## config.mk

```make
export PLATFORM = sky130hd
export DESIGN_NAME = ir_code_transmitter
export DESIGN_NICKNAME = d
export VERILOG_FILES = /design/src/rtl/ir_code_transmitter.sv
export SDC_FILE = /design/constraint.sdc
export NUM_CORES = 1
export LEC_CHECK = 0
export BUFFER_PORTS_ARGS = -buffer_cell sky130_fd_sc_hd__buf_2
export CAP_MARGIN = 25
export CORE_UTILIZATION = 30
export CTS_CLUSTER_SIZE = 28
export DETAILED_ROUTE_END_ITERATION = 6
export GPL_TIMING_DRIVEN = 0
export PLACE_DENSITY_LB_ADDON = 0.08
export SYNTH_ARGS = -nofsm -noshare
export SYNTH_HDL_FRONTEND = slang
export SYNTH_SLANG_ARGS = --single-unit
```

## constraint.sdc

```tcl
create_clock -name clk_pixel_in -period 3.41 [get_ports clk_pixel_in]
set_clock_uncertainty 0.15 [all_clocks]
set_input_delay 0.1705 -clock clk_pixel_in [delete_from_list [all_inputs] [get_ports clk_pixel_in]]
set_output_delay 0.1705 -clock clk_pixel_in [all_outputs]
set_load 0.005 [all_outputs]
```

## src/rtl/ir_code_transmitter.sv

```systemverilog
// NEC-style IR frame transmitter: leader, 32 pulse-distance bits MSB first, stop mark, idle gap.
// The mark envelope gates a free-running carrier that restarts high at every mark.
module ir_code_transmitter #(
  parameter int UNIT_CYCLES  = 41766,
  parameter int CARRIER_HALF = 977,
  parameter int GAP_UNITS    = 70
) (
  input  logic        clk_pixel_in,
  input  logic        rst_in,
  input  logic [31:0] code_in,
  input  logic        code_in_valid,
  output logic        ready_out,
  output logic        ir_out,
  output logic        envelope_out,
  output logic        busy_out,
  output logic        done_out
);

  localparam int MAX_UNITS = (GAP_UNITS > 16) ? GAP_UNITS : 16;
  localparam int UC_W      = (UNIT_CYCLES > 1) ? $clog2(UNIT_CYCLES) : 1;
  localparam int UI_W      = (MAX_UNITS > 1) ? $clog2(MAX_UNITS) : 1;
  localparam int CH_W      = (CARRIER_HALF > 1) ? $clog2(CARRIER_HALF) : 1;

  typedef enum logic [2:0] {
    IDLE, LEAD_MARK, LEAD_SPACE, BIT_MARK, BIT_SPACE, STOP_MARK, GAP
  } state_t;

  state_t          state_q, state_n;
  logic [UC_W-1:0] unit_cnt_q, unit_cnt_n;
  logic [UI_W-1:0] unit_idx_q, unit_idx_n, last_idx;
  logic [4:0]      bit_idx_q, bit_idx_n;
  logic [31:0]     code_q;
  logic [CH_W-1:0] car_cnt_q, car_cnt_n;
  logic            carrier_q, carrier_n;
  logic            accept, unit_last, state_last;

  function automatic logic is_mark(input state_t s);
    return (s == LEAD_MARK) || (s == BIT_MARK) || (s == STOP_MARK);
  endfunction

  // State and counter registers; ir_out is registered from next-cycle values so it never glitches
  always_ff @(posedge clk_pixel_in) begin
    if (!rst_in) begin
      state_q    <= IDLE;
      unit_cnt_q <= '0;
      unit_idx_q <= '0;
      bit_idx_q  <= '0;
      car_cnt_q  <= '0;
      carrier_q  <= 1'b0;
      ir_out     <= 1'b0;
    end else begin
      state_q    <= state_n;
      unit_cnt_q <= unit_cnt_n;
      unit_idx_q <= unit_idx_n;
      bit_idx_q  <= bit_idx_n;
      car_cnt_q  <= car_cnt_n;
      carrier_q  <= carrier_n;
      ir_out     <= is_mark(state_n) & carrier_n;
    end
  end

  // Code is captured only at acceptance, so later code_in changes cannot leak into the frame
  always_ff @(posedge clk_pixel_in) begin
    if (accept) code_q <= code_in;
  end

  // Next-state and counter logic
  always_comb begin
    accept     = code_in_valid && (state_q == IDLE);
    unit_last  = (unit_cnt_q == UC_W'(UNIT_CYCLES - 1));
    case (state_q)
      LEAD_MARK:  last_idx = UI_W'(15);
      LEAD_SPACE: last_idx = UI_W'(7);
      BIT_SPACE:  last_idx = code_q[bit_idx_q] ? UI_W'(2) : UI_W'(0);
      GAP:        last_idx = UI_W'(GAP_UNITS - 1);
      default:    last_idx = '0;
    endcase
    state_last = unit_last && (unit_idx_q == last_idx);

    state_n    = state_q;
    unit_cnt_n = unit_cnt_q;
    unit_idx_n = unit_idx_q;
    bit_idx_n  = bit_idx_q;

    if (state_q == IDLE) begin
      unit_cnt_n = '0;
      unit_idx_n = '0;
      if (accept) begin
        state_n   = LEAD_MARK;
        bit_idx_n = 5'd31;
      end
    end else begin
      unit_cnt_n = unit_last ? '0 : unit_cnt_q + UC_W'(1);
      if (unit_last) unit_idx_n = state_last ? '0 : unit_idx_q + UI_W'(1);
      if (state_last) begin
        case (state_q)
          LEAD_MARK:  state_n = LEAD_SPACE;
          LEAD_SPACE: state_n = BIT_MARK;
          BIT_MARK:   state_n = BIT_SPACE;
          BIT_SPACE: begin
            state_n   = (bit_idx_q == 5'd0) ? STOP_MARK : BIT_MARK;
            bit_idx_n = bit_idx_q - 5'd1;
          end
          STOP_MARK:  state_n = GAP;
          GAP:        state_n = IDLE;
          default:    state_n = IDLE;
        endcase
      end
    end

    // Every mark state is entered from a different state, so a state change marks its first cycle
    if (!is_mark(state_n)) begin
      carrier_n = 1'b0;
      car_cnt_n = '0;
    end else if (state_n != state_q) begin
      carrier_n = 1'b1;
      car_cnt_n = '0;
    end else if (car_cnt_q == CH_W'(CARRIER_HALF - 1)) begin
      carrier_n = ~carrier_q;
      car_cnt_n = '0;
    end else begin
      carrier_n = carrier_q;
      car_cnt_n = car_cnt_q + CH_W'(1);
    end
  end

  always_comb begin
    envelope_out = is_mark(state_q);
    busy_out     = (state_q != IDLE);
    ready_out    = (state_q == IDLE);
    done_out     = (state_q == GAP) && state_last;
  end

endmodule

```

# Yosys cells after proc, flatten, opt, wreduce, memory -nomap -nowiden
# Cells that the tools add are included.
# word_totals
elab_cells,64
output_inout_bits,5
in_bits,35
latchBits,0
mem_count,0
rom_bits,0
ram_bits,0
regBits,75
# classes
muxes,17
bitwise_logic,4
shifts,0
n_eq_ne,14
magnitude_cmp,1
multipliers,0
div_mod_pow,0
reduce_logical,16
addsub,4
# ops
cell,count
$pmux W7 S4,1
$mux W5,4
$add A16 B1 Y16 const B,1
$eq A16 B16 Y1 const B,1
$pmux W3 S5,1
$eq A3 B3 Y1 const B,4
$mux W3,4
$add A10 B1 Y10 const B,1
$eq A10 B10 Y1 const B,1
$eq A3 B2 Y1 const B,3
$add A7 B1 Y7 const B,1
$eq A7 B7 Y1,1
$mux W7,1
$eq A3 B1 Y1 const B,2
$lt A5 B6 Y1 const B,1
$bmux W1 S5,1
$logic_not A5 Y1,1
$sub A5 B1 Y5 const B,1
$logic_or A1 B1 Y1,4
$mux W1,4
$reduce_bool A2 Y1,2
$reduce_or A4 Y1,1
$logic_and A1 B1 Y1,3
$logic_not A3 Y1,1
9 further kinds,11

# Depth between registers and ports, before layout
# Gate-level depths: netlist (run 1).
# depth
word_depth,13
depth_mapped,11
mapped_depth_nobuf,10

# Worst setup path before layout (run 1)
# Ideal clock, no wire load.
# synth_timing
path_type,reg2reg
start,register bit_idx_q[0]
end,register car_cnt_q[9]
n_path_buf,2
t_arrival_ps,2564
slack_ps,634
required_time_ps,3198
stages_incl_launch_ff,11
period_less_slack_ps,2776
setup_ps,62
path_cell_list,dfxtp_1 > buf_6 > mux4_2 > nand2_1 > nand2_2 > a2111oi_4 > o22ai_2 > mux2_4 > or3_1 > buf_6 > nor2_2
# synth_between
elab_chain_cells,13
word_cells_on_any_way,19
classes_between,eq/ne (5); mux (8); bitwise (1); reduce/logical (5)
# synth_rtl
item,line_no,source
from (decl),31,"logic [4:0] bit_idx_q, bit_idx_n;"
from (signal assigned),55,bit_idx_q <= bit_idx_n;
$bmux W1 S5,74,BIT_SPACE: last_idx = code_q[bit_idx_q] ? UI_W'(2) : UI_W'(0);
$mux W1 (not written as such),74,
$mux W2,74,
$pmux W7 S4,71,case (state_q)
$eq A7 B7 Y1,78,state_last = unit_last && (unit_idx_q == last_idx);
$logic_and A1 B1 Y1,78,
$mux W3 (*),95,if (state_last) begin
$mux W3 (*),85,if (state_q == IDLE) begin
$eq A3 B1 Y1 / $eq A3 B2 Y1 (equally long branches),38,return (s == LEAD_MARK) || (s == BIT_MARK) || (s == STOP_MARK);
$logic_or A1 B1 Y1 (2 in a row),38,
$not A1 Y1 (no source line),n/a,
$reduce_or A4 Y1 (no source line) (*),n/a,
to (signal assigned),56,car_cnt_q <= car_cnt_n;
to (decl),33,"logic [CH_W-1:0] car_cnt_q, car_cnt_n;"
# Mark *: on every way between the ends. The rest lies on a longest branch, timed or not. The select of a mux whose other input is x is not followed.
# A chain may end at the register's enable or synchronous reset.

# Worst setup path in the final report (run 1)
# layout_timing
start,register bit_idx_q[0]
end,output done_out
# layout_between
elab_chain_cells,7
# layout_rtl
item,line_no,source
$bmux W1 S5,74,
$mux W1 (not written as such),74,
$mux W2,74,
$pmux W7 S4,71,
$eq A7 B7 Y1,78,
$logic_and A1 B1 Y1,78,
$logic_and A1 B1 Y1,131,done_out = (state_q == GAP) && state_last;
to (decl),16,output logic done_out
# Every way passes these cells. The select of a mux whose other input is x is not followed.

==> impl_metrics.py, run 1 <==
metrics = {
    "critical_path": {
        "reg2reg_slack_ns": 0.27,
        "reg2reg_from": "unit_cnt_q[0]$_SDFF_PP0_",
        "rr_worst_depth": 10,
        "worst_r2r_endpoint": "bit_idx_q[1]$_SDFFE_PN0P_",
        "start_kind": "flip-flop",
        "crit_start": "bit_idx_q[0]$_SDFFE_PN0P_",
        "endpoint_kind": "output pin",
        "crit_end": "done_out",
        "arrival_ns": 2.94,
        "required_ns": 3.09,
        "crit_fanout": 10,
        "path_class": "flip-flop to output pin",
    },
    "global_route": {
        "overflow": 0,
        "antenna_found_initial": 0,
        "grtUsageMet1_pct": 18.3,
        "grtUsageTotal_pct": 14.0,
        "met3_usage_pct": 3.44,
        "grt_busiest_layer": "met2",
        "grt_use_met2_pct": 20.7,
        "grt_pass1_wl_mm": 12.4,
        "grt_start_max_net_pins": 24,
        "grt_pass1_vias": 2565,
    },
    "floorplan": {
        "start_util_pct": 30.7,
        "fp.dieW_um": 110,
        "core_area_sq_um": 11400,
        "die-area_sq_um": 12100,
        "ios": 40,
        "rows": 39,
        "die_h_um": 110,
    },
    "hold_path": {
        "min_path_type": "primary input to flip-flop",
    },
    "clock_network": {
        "cts_root_buf": "clkbuf_16",
        "cts_max_path_buffers": 2,
        "htreeDepth": 3,
        "clock_sinks": 74,
        "clkLatencyLatePin_ns": 0.34,
        "cts_made_buffers": 9,
        "clk_pin_slew_ns": 0.05,
        "cts_tree": "built",
    },
    "drt": {
        "drtAntennaViolNets": 0,
        "wl_per_cell_um": 13.2,
        "drtIter0Drc": 104,
        "drc": 0,
        "firstDrtPassIters": 4,
        "totalWireLength_mm": 7.45,
        "vias": 2660,
        "via_per_inst": 4.72,
    },
    "synth": {
        "syn_nets": 371,
        "ys_top_cells_by_area": "edfxtp_1 28%, dfxtp_1 24%, xnor2_1 4.3%",
        "syn_avg_cell_area_sq_um": 10.6,
        "synth_top_area_share_pct": 27.5,
        "synth-main-ff-cell": "dfxtp_1",
        "yosys_warnings": 0,
        "netlist_area_sq_um": 3490,
        "yosys.area.top_type": "edfxtp_1",
        "synth_commonest_cells": "42 x dfxtp_1, 35 x nor2_1, 32 x edfxtp_1, 25 x nand2_1, 17 x xnor2_1",
        "synth_most_common_cell": "dfxtp_1",
        "ys_async_sr_fraction_pct": 0,
        "synth-seq-cells": 74,
        "syn_inst": 330,
        "synth_cell_type_count": 54,
        "synth_edf_count": 32,
        "yosysSeqAreaShare_pct": 51.6,
    },
    "sta": {
        "relSlewSlack_pct": 56.3,
        "fmax_mhz": 307,
        "finalHoldViolCount": 0,
        "drv_slew": 0,
        "period_needed_ns": 3.26,
        "tightest_slew_ns": 0.653,
        "finalCritPeriodShare_pct": 95.5,
        "setup_viol": 0,
        "finalSetupTns_ns": 0,
    },
    "final_layout": {
        "final.fill_count": 1133,
        "fin_area_sq_um": 4540,
        "final_net_count": 456,
        "drive_gt1_share_pct": 18.8,
        "area_growth_pct": 30.1,
        "insertedDiodeCount": 0,
    },
    "place": {
        "port_buffers": 39,
        "place_congestion": 0.748,
        "place_area_sq_um": 3890,
        "dp_hpwl_mm": 5.02,
    },
    "power_and_ir_drop": {
        "power.density_nw_per_um2": 451,
        "irDropWorstVdd_v": 0.000272,
        "p_leak_nw": 1.56,
    },
    "run_status": {
        "status": "finished clean",
    },
    "job": {
        "maxCapViolations": 0,
    },
}
==> area by class of cell <==
cell class	count	area (sq um)	area share, %
multi-input cells	228	1590	35.0
repair buffers	74	561	12.3
flip-flops and latches	74	1800	39.7
clock inverters	5	45.0	0.992
well taps	143	179	3.94
inverters	14	52.6	1.16
clock buffers	11	233	5.13
plain buffers	14	78.8	1.74
==> worst max-delay path, cell delays in order (launching register included) <==
cell       delay, ns
dfxtp_1         0.38
buf_6           0.18
mux4_2          0.52
nand2_1         0.09
nand2_2         0.06
a2111oi_4       0.38
o22ai_4         0.20
xor2_1          0.19
nor4_2          0.29
and3_1          0.19
buf_2           0.12
==> state kept, by name, summed over array words and instances (netlist names) <==
signal,cells
code_q,32
unit_cnt_q,16
state_q,3
car_cnt_q,10
unit_idx_q,7
ir_out,1
bit_idx_q,5
==> worst min path at each step <==
stage               slack (ns)          start  depth (start not counted)                     to
floorplan                 0.12     code_in[0]                          0    code_q[0]$_DFFE_PP_
global placement          0.20    code_in[19]                          1   code_q[19]$_DFFE_PP_
detailed placement        0.20    code_in[17]                          1   code_q[17]$_DFFE_PP_
CTS                       0.23  code_in_valid                          4  state_q[0]$_SDFF_PN0_
global route              0.27  code_in_valid                          4  state_q[0]$_SDFF_PN0_
finish                    0.24  code_in_valid                          4  state_q[0]$_SDFF_PN0_
==> per-stage QoR <==
step | cells | setup WS, ns | hold slack, ns | utilization, % | total power [mW]
after global routing | 563 | -0.0166 | 0.267 | 39.9 | 2.14
after detailed placement | 513 | 0.155 | 0.199 | 34.2 | 1.14
after floorplan | 330 | 0.634 | 0.119 | - | 1.08
after global placement | 512 | 0.0638 | 0.197 | 34.0 | 1.13
final | 563 | 0.154 | 0.237 | 39.9 | 2.05
after CTS | 562 | 0.0179 | 0.228 | 39.7 | 2.08
==> metal layers <==
layer	vias to the layer above	part of all wire, %
met5	-	0
met4	0	2.6
met3	12	3.2
met2	42	45
met1	1245	49
li1	1361	-
==> cell families (layout without fill, tap and decap cells) <==
| kind of cell | after synthesis | after routing | synth area share (%) |
|---|---|---|---|
| fa+ha+maj | 6 | 6 | 2.15 |
| buf+inv | 28 | 118 | 3.66 |
| simple gates | 144 | 144 | 21.8 |
| xor+xnor | 30 | 30 | 7.53 |
| flops | 74 | 74 | 51.6 |
| compound gates | 38 | 38 | 8.53 |
| mux | 10 | 10 | 4.66 |
==> report_power, final <==
group          internal [mW]  switching, mW  total (mW)  leakage [nW]
registers              0.958         0.0110       0.969         0.644
logic                 0.0910         0.0893       0.180         0.785
clock network          0.556          0.344       0.900         0.134
==> repair_timing <==
item | 4_1_cts | 5_1_grt
pin swaps | 0 | 4
setup endpoints to repair | 1 | 1
endpoints found under the hold margin | 34 | 0
setup buffers | 0 | 1
resized for setup | 3 | 3
hold buffers | 33 | 0
==> cells in the final DEF (no fill, tap or decap), types with 3 or more instances in the layout <==
master / n
nor2b_1: 5
dlygate4sd3_1: 33
buf_2: 41
xor2_1: 13
nor3_1: 9
nand2_1: 25
a211oi_1: 5
nand4_1: 6
inv_1: 14
clkbuf_16: 9
nand2b_1: 6
and3_1: 3
clkbuf_1: 9
mux2i_1: 5
nor4_1: 5
nor4b_1: 3
edfxtp_1: 32
ha_1: 6
nor3b_1: 3
dfxtp_1: 42
a21oi_1: 8
o21ai_0: 6
xnor2_1: 17
nor2_2: 8
buf_4: 3
nor2_1: 35
clkinv_1: 4
o31ai_1: 3
nand3_1: 16
or3_1: 5
(Power assumes the default switching activity.)
==> run 2: changes to the inputs <==
--- a/config.mk
+++ b/config.mk
@@ -7,6 +7,8 @@
 export LEC_CHECK = 0
 export BUFFER_PORTS_ARGS = -buffer_cell sky130_fd_sc_hd__buf_2
 export CAP_MARGIN = 25
+export CELL_PAD_IN_SITES_DETAIL_PLACEMENT = 0
+export CELL_PAD_IN_SITES_GLOBAL_PLACEMENT = 1
 export CORE_UTILIZATION = 30
 export CTS_CLUSTER_SIZE = 28
 export DETAILED_ROUTE_END_ITERATION = 6
==> constraint.sdc (replaced) <==
create_clock -name clk_pixel_in -period 3.2 [get_ports clk_pixel_in]
set_clock_uncertainty 0.15 [all_clocks]
set_input_delay 0.16 -clock clk_pixel_in [delete_from_list [all_inputs] [get_ports clk_pixel_in]]
set_output_delay 0.16 -clock clk_pixel_in [all_outputs]
set_load 0.005 [all_outputs]
==> run 2 against run 1 <==
Compared with the run above: first-iteration DRC count up 17%; non-clock buffer count is 5 higher; cell area is 2.5% higher; critical path depth rose by 1; sequential share of layout area fell by 0.93 points; wire length up 2.6%; total power up 3.9%; highest routed layer unchanged; core utilization rose by 0.99 points; largest cell class unchanged.
==> impl_metrics.py, run 2 (synthesis gave the netlist of run 1 again) <==
metrics = {
    "drt": {
        "totalWireLength_mm": 7.65,
        "met2_length_mm": 3.41,
        "top_layer": "met4",
        "wl_met1_mm": 3.81,
        "drtAntennaViolNets": 0,
        "firstDrtPassIters": 4,
        "wl_met3_um": 252,
        "via_per_inst": 4.71,
        "vias": 2676,
        "wl_per_cell_um": 13.5,
        "drtIter0Drc": 122,
        "drc": 0,
    },
    "power_and_ir_drop": {
        "power.switching_mw": 0.486,
        "power.density_nw_per_um2": 458,
        "internal-power_mw": 1.64,
        "irDropWorstVdd_v": 0.000294,
        "p_leak_nw": 1.60,
        "power.share.switching_pct": 22.8,
        "power_frac_comb_pct": 9.8,
        "seq_power_share_pct": 48.6,
        "clockPowerShare_pct": 41.6,
    },
    "clock_network": {
        "htreeDepth": 3,
        "clkLatencyLatePin_ns": 0.33,
        "cts_root_buf": "clkbuf_16",
        "clk_pin_slew_ns": 0.06,
        "cts_max_path_buffers": 2,
        "clock_sinks": 74,
        "cts_tree": "built",
        "cts_made_buffers": 9,
    },
    "final_layout": {
        "top_regs": "code_q (32), unit_cnt_q (16), car_cnt_q (10)",
        "final_cell_mix": "41 x dfxtp_1, 39 x buf_2, 35 x nor2_1, 33 x dlygate4sd3_1, 32 x edfxtp_1",
        "finalNonFillerCells": 568,
        "drive_gt1_share_pct": 22.4,
        "regArea_sq_um": 1800,
        "final_net_count": 461,
        "final.fill_count": 1118,
        "insertedDiodeCount": 0,
        "final_common_cell": "dfxtp_1",
        "fin_util_pct": 40.9,
        "regMostFlops": "code_q",
        "multi_input_area_sq_um": 1680,
        "area_growth_pct": 33.3,
        "largest_reg_flops": 32,
    },
    "global_route": {
        "grt_pass1_wl_mm": 13.1,
        "antenna_found_initial": 0,
        "grtUsageTotal_pct": 14.5,
        "grt_pass1_vias": 2779,
        "grt_start_max_net_pins": 41,
        "overflow": 0,
    },
    "critical_path": {
        "crit_chain": "buf_6 > mux4_2 > nand2_1 > nand2_2 > a2111oi_4 > o22ai_4 > buf_4 > mux2_4 > or3_1 > buf_6 > nor2_2",
        "required_ns": 3.33,
        "endpoint_kind": "flip-flop",
        "path_class": "flip-flop to flip-flop",
        "crit_slowest_cell": "mux4_2",
        "rr_worst_depth": 11,
        "crit_top_cell": "buf_6",
        "critPathMaxStageDelay_ns": 0.50,
        "arrival_ns": 3.18,
        "start_kind": "flip-flop",
        "crit_fanout": 8,
    },
    "place": {
        "dp_cells": 513,
        "post-place-ws_ns": -0.0938,
        "dp_hpwl_mm": 5.12,
        "place_congestion": 0.676,
        "port_buffers": 39,
    },
    "sta": {
        "relSlewSlack_pct": 52.1,
        "tightest_slew_ns": 0.712,
        "fmax_mhz": 327,
        "setup_viol": 0,
        "drv_slew": 0,
        "worst_slack_ns": 0.145,
        "period_needed_ns": 3.06,
        "finalHoldViolCount": 0,
        "finalCritPeriodShare_pct": 95.5,
        "rsz0062_at_grt": "true",
    },
    "job": {
        "maxCapViolations": 0,
    },
    "floorplan": {
        "core_area_sq_um": 11400,
        "ios": 40,
        "start_util_pct": 30.7,
        "die-area_sq_um": 12100,
        "die_h_um": 110,
        "fp.dieW_um": 110,
        "rows": 39,
    },
    "hold_path": {
        "hold_depth": 4,
        "min_path_type": "primary input to flip-flop",
    },
    "run_status": {
        "status": "finished clean",
    },
}
[run 2: worst max-delay path, delay by kind of cell, from the launching register on]
kind            cells  cell delay, ns
compound gates      2            0.50
buf+inv             3            0.48
flops               1            0.36
mux                 2            0.84
simple gates        4            0.67
[run 2: path summary, 6_finish.rpt]
kind / start / end / slack [ns]
max: bit_idx_q[0]$_SDFFE_PN0P_ / car_cnt_q[4]$_SDFF_PP0_ / 0.14
min: code_in_valid / state_q[0]$_SDFF_PN0_ / 0.21
min reg2reg: car_cnt_q[0]$_SDFF_PP0_ / car_cnt_q[0]$_SDFF_PP0_ / 0.33
max reg2reg: bit_idx_q[0]$_SDFFE_PN0P_ / car_cnt_q[4]$_SDFF_PP0_ / 0.14
[run 2: per-layer routing]
layer	up-vias	GRT usage (%)
met5	-	0
met1	1248	18.8
met3	12	3.02
met4	0	8.00
met2	46	22.3
li1	1370	-
[run 2: final cells by class]
type	count	area share [%]
inverter	14	1.13
multi-input combinational	228	36.1
timing repair buffer	79	12.7
sequential	74	38.7
clock buffer	11	5.00
clock inverter	5	0.511
tap	143	3.85
buffer	14	1.96
[run 2: power by group through the flow]
stage	combinational, mW	sequential [mW]	clock [mW]
floorplan	0.101	1.05	0
global placement	0.153	1.05	0
detailed placement	0.158	1.05	0
CTS	0.200	1.03	0.919
global route	0.232	1.04	0.959
finish	0.209	1.03	0.886
[run 2: what timing repair did]
item | 4_1_cts | 5_1_grt
pin swaps | 3 | 6
endpoints found under the setup margin | 10 | 20
resized for setup | 8 | 19
endpoints found under the hold margin | 34 | 0
hold buffers | 33 | 0
setup buffers | 5 | 1
[run 2: per-stage QoR]
stage / total power [mW] / cell area, sq um / setup TNS, ns / hold WS (ns)
3_3_place_gp: 1.21 / 3860 / -0.215 / 0.187
2_1_floorplan: 1.15 / 3490 / 0 / 0.109
3_5_place_dp: 1.21 / 3880 / -0.356 / 0.188
4_1_cts: 2.15 / 4560 / 0 / 0.194
5_1_grt: 2.23 / 4650 / -0.0782 / 0.205
6_report: 2.13 / 4650 / 0 / 0.206
==> run 3: changes to the inputs <==
--- a/config.mk
+++ b/config.mk
@@ -9,7 +9,7 @@
 export CAP_MARGIN = 25
 export CELL_PAD_IN_SITES_DETAIL_PLACEMENT = 0
 export CELL_PAD_IN_SITES_GLOBAL_PLACEMENT = 1
-export CORE_UTILIZATION = 30
+export CORE_UTILIZATION = 46
 export CTS_CLUSTER_SIZE = 28
 export DETAILED_ROUTE_END_ITERATION = 6
 export GPL_TIMING_DRIVEN = 0
==> run 3 against run 2 <==
Compared with the run above: first-iteration DRC count grew 27%; combinational power shrank 3%; largest power group unchanged; flip-flop and latch count is the same; core utilization grew 21 points; non-clock buffer count shrank 1; cell area shrank 3.5%; via count grew 1.0%; critical path type unchanged; fmax shrank 0.50%.
==> impl_metrics.py, run 3 (synthesis gave the netlist of run 1 again) <==
metrics = {
    "critical_path": {
        "crit_top_cell": "buf_6",
        "arrival_ns": 3.21,
        "crit_chain": "buf_6 > mux4_2 > nand2_1 > nand2_2 > a2111oi_4 > o22ai_4 > buf_4 > mux2_4 > or3_1 > buf_6 > nor2_2",
        "reg2reg_slack_ns": 0.13,
        "start_kind": "flip-flop",
        "rr_worst_depth": 11,
        "worst_r2r_endpoint": "car_cnt_q[9]$_SDFF_PP0_",
        "reg2reg_from": "bit_idx_q[0]$_SDFFE_PN0P_",
        "crit_fanout": 8,
        "crit_family": "multiplexers",
        "crit_buf_inv": 3,
        "required_ns": 3.34,
        "crit_slowest_cell": "mux4_2",
        "endpoint_kind": "flip-flop",
        "critPathMaxStageDelay_ns": 0.51,
        "path_class": "flip-flop to flip-flop",
    },
    "clock_network": {
        "clock_sinks": 74,
        "cts_root_buf": "clkbuf_8",
        "cts_tree": "built",
        "clkLatencyLatePin_ns": 0.35,
        "htreeDepth": 3,
        "cts_max_path_buffers": 2,
        "cts_made_buffers": 9,
        "clk_pin_slew_ns": 0.09,
    },
    "place": {
        "place_congestion": 0.731,
        "place_area_sq_um": 3810,
        "port_buffers": 39,
        "post-place-ws_ns": 0.0341,
        "dp_hpwl_mm": 4.60,
    },
    "sta": {
        "relSlewSlack_pct": 36.4,
        "drv_slew": 0,
        "period_needed_ns": 3.07,
        "finalCritPeriodShare_pct": 96.0,
        "worst_slack_ns": 0.129,
        "finalSetupTns_ns": 0,
        "setup_viol": 0,
        "fmax_mhz": 326,
        "finalHoldViolCount": 0,
        "rsz0062_at_grt": "false",
        "tightest_slew_ns": 0.954,
    },
    "global_route": {
        "grt_pass1_vias": 2623,
        "overflow": 0,
        "grtUsageTotal_pct": 20.1,
        "grt_start_max_net_pins": 42,
        "grt_pass1_wl_mm": 12.0,
        "antenna_found_initial": 0,
    },
    "drt": {
        "drtIter0Drc": 155,
        "totalWireLength_mm": 7.21,
        "wl_per_cell_um": 13.8,
        "drtAntennaViolNets": 0,
        "vias": 2704,
        "firstDrtPassIters": 4,
        "via_per_inst": 5.17,
        "drc": 0,
    },
    "hold_path": {
        "hold_depth": 4,
        "hold_end": "state_q[0]$_SDFF_PN0_",
        "min_path_type": "primary input to flip-flop",
        "hp-start": "code_in_valid",
    },
    "final_layout": {
        "area_growth_pct": 28.7,
        "final.fill_count": 643,
        "drive_gt1_share_pct": 22.6,
        "fin_area_sq_um": 4490,
        "insertedDiodeCount": 0,
        "largest_reg_flops": 32,
        "final_net_count": 460,
        "top_regs": "code_q (32), unit_cnt_q (16), car_cnt_q (10)",
        "fin_util_pct": 61.6,
        "final_cell_mix": "41 x dfxtp_1, 39 x buf_2, 35 x nor2_1, 33 x dlygate4sd3_1, 32 x edfxtp_1",
        "regMostFlops": "code_q",
        "final_common_cell": "dfxtp_1",
    },
    "power_and_ir_drop": {
        "seq_power_share_pct": 52.5,
        "internal-power_mw": 1.49,
        "clockPowerShare_pct": 37.2,
        "power.switching_mw": 0.478,
        "power.share.switching_pct": 24.3,
        "p_total_mw": 1.97,
        "power_frac_comb_pct": 10.3,
        "p_leak_nw": 1.56,
        "irDropWorstVdd_v": 0.000330,
        "power.density_nw_per_um2": 438,
    },
    "floorplan": {
        "die-area_sq_um": 7940,
        "start_util_pct": 47.9,
        "die_h_um": 89.1,
        "ios": 40,
        "rows": 31,
        "core_area_sq_um": 7290,
        "fp.dieW_um": 89.1,
    },
    "run_status": {
        "status": "finished clean",
    },
    "job": {
        "maxCapViolations": 0,
    },
}
==> run 3: cell types whose count changed in the layout (fill, tap and decap cells not counted), sizes merged <==
cell	before	now
buf	51	49
inv	14	16
clkinvlp	1	2
clkbuf	20	19
bufinv	0	1
clkinv	4	2
==> run 3: worst reg2reg max path, delay by kind of cell (launching register included) <==
kind | cells | cell delay (ns)
multiplexers | 2 | 0.84
AND/OR/NAND/NOR | 4 | 0.64
AO/OA/AOI/OAI | 2 | 0.54
buffers and inverters | 3 | 0.48
flip-flops | 1 | 0.35
==> run 3: layer usage <==
layer	share of wire, %	global-route usage [%]
met1	45	24.3
met2	50	35.3
met3	3.8	4.89
met4	1.5	6.93
met5	0	0
==> run 3: timing repair <==
item,CTS,global route
setup buffers,2,4
hold buffers,33,0
endpoints found under the setup margin,1,19
resized for setup,6,16
hold endpoints to repair,34,0
pin swaps,3,6
==> run 3: power groups by stage <==
| stage | clock (mW) | sequential, mW | combinational [mW] |
|---|---|---|---|
| 6_report | 0.731 | 1.03 | 0.203 |
| 3_3_place_gp | 0 | 1.05 | 0.149 |
| 2_1_floorplan | 0 | 1.05 | 0.101 |
| 5_1_grt | 0.791 | 1.04 | 0.224 |
| 4_1_cts | 0.753 | 1.03 | 0.187 |
| 3_5_place_dp | 0 | 1.05 | 0.151 |
==> run 3: final cells by class <==
class	count	area, sq um	share of cell area (%)
Inverter	14	52.6	1.17
Clock buffer	9	124	2.76
Multi-Input combinational cell	228	1640	36.6
Buffer	14	87.6	1.95
Sequential cell	74	1800	40.1
Timing Repair Buffer	78	583	13.0
Clock inverter	7	75.1	1.67
Tap cell	99	124	2.76
==> run 3: stage by stage <==
step	hold slack [ns]	instances
after global placement	0.186	468
after global routing	0.268	523
final	0.196	523
after floorplan	0.109	330
after detailed placement	0.188	468
after CTS	0.196	519
==> run 3: how the worst max path moves through the flow <==
stage	start	endpoint	slack, ns	cells past startpoint
after floorplan	bit_idx_q[0]$_SDFFE_PN0P_	car_cnt_q[9]$_SDFF_PP0_	0.42	10
after global placement	state_q[1]$_SDFF_PN0_	ir_out$_SDFF_PN0_	-0.01	7
after detailed placement	unit_cnt_q[0]$_SDFF_PP0_	bit_idx_q[1]$_SDFFE_PN0P_	0.03	10
after CTS	bit_idx_q[0]$_SDFFE_PN0P_	done_out	0.01	10
after global routing	bit_idx_q[0]$_SDFFE_PN0P_	car_cnt_q[7]$_SDFF_PP0_	0.006	11
final	bit_idx_q[0]$_SDFFE_PN0P_	car_cnt_q[9]$_SDFF_PP0_	0.13	11
